===== src/rtl/pipeline_hazard_sequencer_pkg.sv =====
// Shared types for the 5-stage pipeline hazard controller: forwarding
// select encoding (also used by the EX operand Mux3x1) and hazard FSM states.
package pipeline_hazard_sequencer_pkg;

    typedef enum logic [1:0] {
        FWD_RF  = 2'b00,
        FWD_MEM = 2'b01,
        FWD_WB  = 2'b10
    } fwd_sel_t;

    typedef enum logic {
        HZ_RUN        = 1'b0,
        HZ_LOAD_STALL = 1'b1
    } hz_state_t;

    localparam int NUM_OPS   = 2;
    localparam int LS_CNT_W  = 4;

endpackage


===== src/rtl/pipeline_hazard_sequencer_fwd_select.sv =====
// Per-operand EX forwarding select: MEM result beats WB result beats register file.
module pipeline_hazard_sequencer_fwd_select
    import pipeline_hazard_sequencer_pkg::*;
#(
    parameter int REG_ADDR_W         = 5,
    parameter bit ZERO_REG_HARDWIRED = 1'b1
) (
    input  logic [REG_ADDR_W-1:0] ra,
    input  logic [REG_ADDR_W-1:0] wa_mem,
    input  logic                  we_mem,
    input  logic [REG_ADDR_W-1:0] wa_wb,
    input  logic                  we_wb,
    output fwd_sel_t              sel
);

    logic hit_mem, hit_wb;

    assign hit_mem = we_mem && (ra == wa_mem) && !(ZERO_REG_HARDWIRED && (wa_mem == '0));
    assign hit_wb  = we_wb  && (ra == wa_wb)  && !(ZERO_REG_HARDWIRED && (wa_wb  == '0));

    always_comb begin
        sel = FWD_RF;
        if (hit_mem)     sel = FWD_MEM;
        else if (hit_wb) sel = FWD_WB;
    end

endmodule


===== src/rtl/pipeline_hazard_sequencer.sv =====
// Central hazard controller: stall/flush/forward controls, multi-cycle
// load-use stall sequencing and saturating stall/flush performance counters.
module pipeline_hazard_sequencer
    import pipeline_hazard_sequencer_pkg::*;
#(
    parameter int REG_ADDR_W         = 5,
    parameter int LOAD_STALL_CYCLES  = 1,
    parameter int CNT_W              = 16,
    parameter bit ZERO_REG_HARDWIRED = 1'b1
) (
    input  logic                  CLK,
    input  logic                  RST,
    input  logic [REG_ADDR_W-1:0] ra1_2,
    input  logic [REG_ADDR_W-1:0] ra2_2,
    input  logic                  use_ra1_2,
    input  logic                  use_ra2_2,
    input  logic [REG_ADDR_W-1:0] ra1_3,
    input  logic [REG_ADDR_W-1:0] ra2_3,
    input  logic [REG_ADDR_W-1:0] wa3,
    input  logic                  reg_we3,
    input  logic                  mem_read3,
    input  logic [REG_ADDR_W-1:0] wa4,
    input  logic                  reg_we4,
    input  logic [REG_ADDR_W-1:0] wa5,
    input  logic                  reg_we5,
    input  logic                  redirect3,
    input  logic                  ext_stall,
    output logic                  stall_front,
    output logic                  stall_back,
    output logic                  flush_id,
    output logic                  flush_ex,
    output logic [1:0]            fwd_a,
    output logic [1:0]            fwd_b,
    output logic [CNT_W-1:0]      stall_cycles,
    output logic [CNT_W-1:0]      flush_events
);

    localparam logic [LS_CNT_W-1:0] LS_RELOAD = LS_CNT_W'(LOAD_STALL_CYCLES - 2);

    hz_state_t             state;
    logic [LS_CNT_W-1:0]   ls_cnt;
    logic                  load_use, hz_stall;

    function automatic logic hit(input logic [REG_ADDR_W-1:0] x, input logic [REG_ADDR_W-1:0] w);
        return (x == w) && !(ZERO_REG_HARDWIRED && (w == '0));
    endfunction

    assign load_use = mem_read3 & reg_we3 &
                      ((use_ra1_2 & hit(ra1_2, wa3)) | (use_ra2_2 & hit(ra2_2, wa3)));
    assign hz_stall = (state == HZ_LOAD_STALL) | load_use;

    // Operand forwarding is state-independent; one selector per EX operand.
    logic [NUM_OPS-1:0][REG_ADDR_W-1:0] ra_3;
    fwd_sel_t                           fwd_sel [NUM_OPS];

    assign ra_3 = {ra2_3, ra1_3};

    for (genvar op = 0; op < NUM_OPS; op++) begin : g_fwd
        pipeline_hazard_sequencer_fwd_select #(
            .REG_ADDR_W        (REG_ADDR_W),
            .ZERO_REG_HARDWIRED(ZERO_REG_HARDWIRED)
        ) u_fwd (
            .ra    (ra_3[op]),
            .wa_mem(wa4),
            .we_mem(reg_we4),
            .wa_wb (wa5),
            .we_wb (reg_we5),
            .sel   (fwd_sel[op])
        );
    end

    assign fwd_a = RST ? FWD_RF : fwd_sel[0];
    assign fwd_b = RST ? FWD_RF : fwd_sel[1];

    // Priority: reset > freeze > redirect > load hazard.
    always_comb begin
        stall_front = 1'b0;
        stall_back  = 1'b0;
        flush_id    = 1'b0;
        flush_ex    = 1'b0;
        if (RST) begin
            flush_id = 1'b1;
            flush_ex = 1'b1;
        end else if (ext_stall) begin
            stall_front = 1'b1;
            stall_back  = 1'b1;
        end else if (redirect3) begin
            flush_id = 1'b1;
            flush_ex = 1'b1;
        end else if (hz_stall) begin
            stall_front = 1'b1;
            flush_ex    = 1'b1;
        end
    end

    always_ff @(posedge CLK) begin
        if (RST) begin
            state        <= HZ_RUN;
            ls_cnt       <= '0;
            stall_cycles <= '0;
            flush_events <= '0;
        end else begin
            if (stall_front && (stall_cycles != '1))
                stall_cycles <= stall_cycles + 1'b1;
            if (!ext_stall) begin
                if (redirect3) begin
                    if (flush_events != '1)
                        flush_events <= flush_events + 1'b1;
                    state  <= HZ_RUN;
                    ls_cnt <= '0;
                end else if (state == HZ_LOAD_STALL) begin
                    if (ls_cnt == '0) state  <= HZ_RUN;
                    else              ls_cnt <= ls_cnt - 1'b1;
                end else if (load_use && (LOAD_STALL_CYCLES > 1)) begin
                    state  <= HZ_LOAD_STALL;
                    ls_cnt <= LS_RELOAD;
                end
            end
        end
    end

endmodule


===== config.mk =====
export PLATFORM = sky130hd
export DESIGN_NAME = pipeline_hazard_sequencer
export DESIGN_NICKNAME = d
export VERILOG_FILES = /design/src/rtl/pipeline_hazard_sequencer_pkg.sv /design/src/rtl/pipeline_hazard_sequencer_fwd_select.sv /design/src/rtl/pipeline_hazard_sequencer.sv
export SDC_FILE = /design/constraint.sdc
export NUM_CORES = 1
export LEC_CHECK = 0
export CAP_MARGIN = 20
export CORE_MARGIN = 5
export CORE_UTILIZATION = 44
export CTS_CLUSTER_SIZE = 16
export DETAILED_ROUTE_END_ITERATION = 8
export GPL_ROUTABILITY_DRIVEN = 0
export HOLD_SLACK_MARGIN = 0.08
export PLACE_DENSITY = 0.8
export SYNTH_ARGS = -nofsm -noshare
export SYNTH_HDL_FRONTEND = slang
export SYNTH_SLANG_ARGS = --single-unit

===== constraint.sdc =====
create_clock -name CLK -period 3.6 [get_ports CLK]
set_input_delay 1.08 -clock CLK [delete_from_list [all_inputs] [get_ports CLK]]
set_output_delay 1.08 -clock CLK [all_outputs]
set_load 0.01 [all_outputs]

**Word-level counts from Yosys, hierarchy flattened**

Cells that the tools add are included.

- Add/sub/neg operators: 3
- $mul: 0
- Divide/modulo/power cells: 0
- Order comparisons: 0
- Eq/ne operators: 9
- Shifts and indexed selects: 0
- Mux-type cells: 24
- Bitwise logic cells: 7
- Reductions and logical operators: 21

Operators with widths:

| kind | number |
|---|---|
| $add A16 B1 Y16 const B | 2 |
| $ne A16 B16 Y1 const B | 2 |
| $eq A5 B5 Y1 | 6 |
| $logic_not A5 Y1 | 3 |
| $mux W1 | 15 |
| $mux W2 | 6 |
| $mux W4 | 3 |
| $logic_and A1 B1 Y1 | 11 |
| $reduce_and A3 Y1 | 2 |
| $and A1 B1 Y1 | 4 |
| $logic_not A4 Y1 | 1 |
| $sub A4 B1 Y4 const B | 1 |
| $logic_not A1 Y1 | 3 |
| $ne A2 B2 Y1 const B | 1 |
| $or A1 B1 Y1 | 2 |
| $reduce_bool A2 Y1 | 1 |
| $not A1 Y1 | 1 |

- Flip-flop bits (word level): 37
- Bits in latches: 0
- Memory bits (writable): 0
- ROM bits: 0
- Input bits: 45
- Output and inout bits: 40
- Logic and storage cells: 68
- Memories: 0

**Logic depth before layout (Yosys ltp)**

- Depth after elaboration: 12
- Mapped depth: 9
- Mapped depth without buffers: 8

**Modules after synthesis**

A second synthesis with hierarchy kept.

- Cell total of the unflattened synthesis: 285
- Area total of the unflattened synthesis: 2387.3 µm²

By module, submodules not included:

| module | instances | cells each | area each (µm²) | sequential area each (µm²) |
|---|---|---|---|---|
| pipeline_hazard_sequencer | 1 | 243 | 2069.5 | 740.7 |
| pipeline_hazard_sequencer_fwd_select | 2 | 21 | 158.9 | 0.0 |

**Worst setup path after synthesis**

OpenSTA, ideal clock, no wires.

- Path type: in2out
- Start: in wa4[1]
- End: out fwd_a[1]
- Arrival time: 2443 ps
- Data required time: 2520 ps
- Setup slack: 77 ps
- Stages: 4
- Path buffers: 0
- Cells stage by stage: or4_1 o21ai_0 nor3_1 nor4_1

- Word-level cells in the longest chain between the ends: 5
- Elaborated cells on any way between the ends: 7
- Classes of those cells: eq/ne: 1; mux: 2; reduce/logical: 4

Ends and longest elaborated chain:

| what | line | RTL |
|---|---|---|
| start, declared | pipeline_hazard_sequencer.sv:22 | `input logic [REG_ADDR_W-1:0] wa4,` |
| $eq A5 B5 Y1 / $logic_not A5 Y1 (equally long branches) | pipeline_hazard_sequencer_fwd_select.sv:18 | `assign hit_mem = we_mem && (ra == wa_mem) && !(ZERO_REG_HARDWIRED && (wa_mem == '0));` |
| $logic_and A1 B1 Y1 / $logic_not A1 Y1 (equally long branches) | pipeline_hazard_sequencer_fwd_select.sv:18 |  |
| $logic_and A1 B1 Y1 * | pipeline_hazard_sequencer_fwd_select.sv:18 |  |
| $mux W2 * | pipeline_hazard_sequencer_fwd_select.sv:23 | `if (hit_mem) sel = FWD_MEM;` |
| $mux W2 * | pipeline_hazard_sequencer.sv:72 | `assign fwd_a = RST ? FWD_RF : fwd_sel[0];` |
| end, declared | pipeline_hazard_sequencer.sv:32 | `output logic [1:0] fwd_a,` |

Mark *: on every way between the ends. The rest lies on a longest branch, timed or not.

**Worst setup path in the final report**

- Start: in wa4[3]
- End: out fwd_b[1]

- Word-level cells in the longest chain between the ends: 5
- Elaborated cells on any way between the ends: 7
- Classes of those cells: eq/ne: 1; mux: 2; reduce/logical: 4

Ends and longest elaborated chain:

| what | line | RTL |
|---|---|---|
| $eq A5 B5 Y1 / $logic_not A5 Y1 (equally long branches) | pipeline_hazard_sequencer_fwd_select.sv:18 |  |
| $logic_and A1 B1 Y1 / $logic_not A1 Y1 (equally long branches) | pipeline_hazard_sequencer_fwd_select.sv:18 |  |
| $logic_and A1 B1 Y1 * | pipeline_hazard_sequencer_fwd_select.sv:18 |  |
| $mux W2 * | pipeline_hazard_sequencer_fwd_select.sv:23 |  |
| $mux W2 * | pipeline_hazard_sequencer.sv:73 | `assign fwd_b = RST ? FWD_RF : fwd_sel[1];` |
| end, declared | pipeline_hazard_sequencer.sv:33 | `output logic [1:0] fwd_b,` |

Marks and branches as above.

==> flow_metrics.env <==
export IMPL_rsz0062_at_grt="true"
export IMPL_critPathKind="in -> out"
export IMPL_drv_slew=0
export IMPL_die_area_sq_mm=0.00649
export IMPL_finalSetupTns_ns=-0.0141
export IMPL_final_setup_worst_slack_ns=-0.0141
export IMPL_ys_types=38
export IMPL_seq_area_frac_synth_pct=33.8
export IMPL_yosys_warnings=0
export IMPL_ff2ff_setup_slack_ns=1.25
export IMPL_ys_flop_type="dfxtp_1"
export IMPL_violations="negative setup slack"
export IMPL_root_buffer="clkbuf_8"
export IMPL_path_max_fanout=4
export IMPL_max_freq_mhz=277
export IMPL_layoutNonFillerInstCount=447
export IMPL_r2r_start="stall_cycles[5]$_SDFFE_PP0P_"
export IMPL_syn_area_per_cell_sq_um=8.30
export IMPL_syn_nets=313
export IMPL_die_y_microns=80.6
export IMPL_slew_limit_headroom_pct=51.7
export IMPL_synth_edf_count=0
export IMPL_clk_path_buf_depth=2
export IMPL_syn_area_sq_mm=0.00219
export IMPL_hold_path_class="reg -> reg"
export IMPL_ys_seq_elements=37
export IMPL_postCtsSetupBuffers=0
export IMPL_grt_pass1_vias=2248
export IMPL_core_rowCount=25
export IMPL_status="finished with violations"
export IMPL_area_growth_pct=54.7
export IMPL_holdPathEnd="ls_cnt[3]$_SDFFE_PP0P_"
export IMPL_dr_pass1_iters=5
export IMPL_hold_path_cell_count=2
export IMPL_clkSlewWorstSetupHoldPaths_ns=0.07
export IMPL_ir_drop_mv=0.123
export IMPL_cp_data_arrival_time_ns=2.53
export IMPL_r2r_end="stall_cycles[9]$_SDFFE_PP0P_"
export IMPL_fin_crit_sh_pct=100
export IMPL_reg2reg_depth=8
export IMPL_worstPathRequired_ns=2.52
export IMPL_hp_start="ls_cnt[3]$_SDFFE_PP0P_"
export IMPL_avgRoutedWirePerCell_microns=13.3
export IMPL_drt_iter0_drc=86
export IMPL_core_sq_mm=0.00479
export IMPL_grt_usage_pct=19.2
export IMPL_hold_viol=0
export IMPL_ios=85
export IMPL_cts_tree="done"
export IMPL_drc=0
export IMPL_start_util_pct=45.8
export IMPL_cp_end_kind="output port"
export IMPL_die_w_microns=80.6
export IMPL_cts_made_buffers=5
export IMPL_p_leak_nw=1.28
export IMPL_port_buffers=84
export IMPL_overflow=0
export IMPL_startpoint_type="primary input"
export IMPL_totalWireLength_microns=5960
export IMPL_vias=2301
export IMPL_fin_nets=428
export IMPL_max_cap_violations=0
export IMPL_worstMarginPinSlew_ns=0.719
export IMPL_async_reset_ff_share_pct=0
export IMPL_antenna_found_initial=0
export IMPL_insertion_delay_ns=0.29
export IMPL_antenna_left=0
export IMPL_clock_skew_ns=0.00577
export IMPL_diodes=0
export IMPL_fin_crit_ns=3.61
export IMPL_grt_pass1_wl_microns=9740
export IMPL_dp_hpwl_microns=4710
export IMPL_place_inst=439
export IMPL_synthCells=264
export IMPL_whs_ns=0.491
export IMPL_power_mw=0.864
export IMPL_finalSetupViolations=1
export IMPL_vias_per_cell=5.15
export IMPL_htreeDepth=2
export IMPL_fin_util_pct=70.8
export IMPL_drive_gt1_share_pct=15.8
export IMPL_grt_max_degree=42
export IMPL_cts_sinks=37
export IMPL_cellPowerDensity_mw_per_mm2=255
critical path, stage by stage:
cell and delay (ns):
dlygate4sd2_1 0.24, or4_4 0.41, o21ai_2 0.16, buf_6 0.13, nor3_2 0.05, nor4_4 0.29
buf_2 0.18
report_power, final:
group	leakage (nW)	switching, mW	internal [mW]	total [mW]
registers	0.298	0.00501	0.412	0.417
logic	0.942	0.0724	0.0956	0.168
clock network	0.0395	0.142	0.138	0.279
total	1.28	0.219	0.645	0.864
layer usage:
metal	track usage [%]	routed length [microns]	vias to the layer above
met2	35.3	2930	86
met1	20.0	2360	1050
li1	-	-	1156
met5	0	0	-
met4	6.76	101	0
met3	6.73	566	9
area by class of cell:
| type | instances | area [sq um] |
|---|---|---|
| timing repair buffer | 115 | 1030 |
| sequential | 37 | 741 |
| tap | 67 | 83.8 |
| fill | 393 | 1400 |
| inverter | 6 | 22.5 |
| clock buffer | 8 | 80.1 |
| multi-input combinational | 214 | 1430 |
stage by stage:
stage / cell area (sq um) / setup slack (ns)
floorplan: 2190 / 0.0769
global placement: 3310 / -0.716
detailed placement: 3310 / -0.787
CTS: 3390 / 0.00300
global route: 3390 / -0.0515
finish: 3390 / -0.0141
cells in the final DEF, fill, tap and decap left out, drive strengths merged, types with 5 or more instances in the layout:
master          n
o21ai           9
and3            5
xnor2          35
dlygate4sd2    16
buf            35
nor2           38
nand4          12
nand2          15
clkdlybuf4s50  54
dfxtp          37
inv             6
a21oi          11
xor2           17
nand3          13
clkbuf         13
nor3            9
nor4            8
cells by family after synthesis:
kind of cell / synth area share [%]
and+or+nand+nor: 30.8
xor gates and xnor gates: 20.8
DFF: 33.8
AOI/OAI and AO/OA: 7.82
buffers and inverters: 2.68
muxes: 1.83
adders and majority gates: 2.28
Yosys cell counts (2+ instances only):
library cell  instances  area, sq um
a31oi_1               2         12.5
mux2i_1               4         40.0
nor3_1                9         45.0
o21ai_0               8         40.0
dfxtp_1              37          741
nor4b_1               2         17.5
clkbuf_1              4         15.0
or3_1                 4         25.0
nor2_1               38          143
nand2b_1              3         18.8
xnor2_1              35          307
nor4_2                3         37.5
buf_2                 2         10.0
or4_1                 4         30.0
inv_1                 6         22.5
and4_1                3         26.3
ha_1                  4         50.1
nand3_1              13         65.1
and2_1                2         12.5
a21oi_1              11         55.1
nor4_1                5         31.3
nor3b_1               2         15.0
nand4_1              12         75.1
nor2b_1               3         18.8
xor2_1               17          149
and3_1                5         31.3
nand2_1              15         56.3
how the worst max path moves through the flow:
stage / start / to / slack [ns] / depth (start not counted)
floorplan: wa4[1] / fwd_a[1] / 0.08 / 4
global placement: wa4[1] / fwd_b[1] / -0.72 / 7
detailed placement: wa4[1] / fwd_b[1] / -0.79 / 7
CTS: wa5[2] / fwd_b[1] / 0.003 / 6
global route: wa4[3] / fwd_a[1] / -0.05 / 7
finish: wa4[3] / fwd_b[1] / -0.01 / 7
timing repair:
item                       CTS  global route
gates resized for setup     61            14
hold buffers                 0             0
pin swaps                   10            11
setup endpoints to repair    8             6
sequential cells by signal (all words and copies together) (netlist names):
name and count:
flush_events 16, stall_cycles 16, ls_cnt 4, state 1
Power figures use the tool's default switching activity.
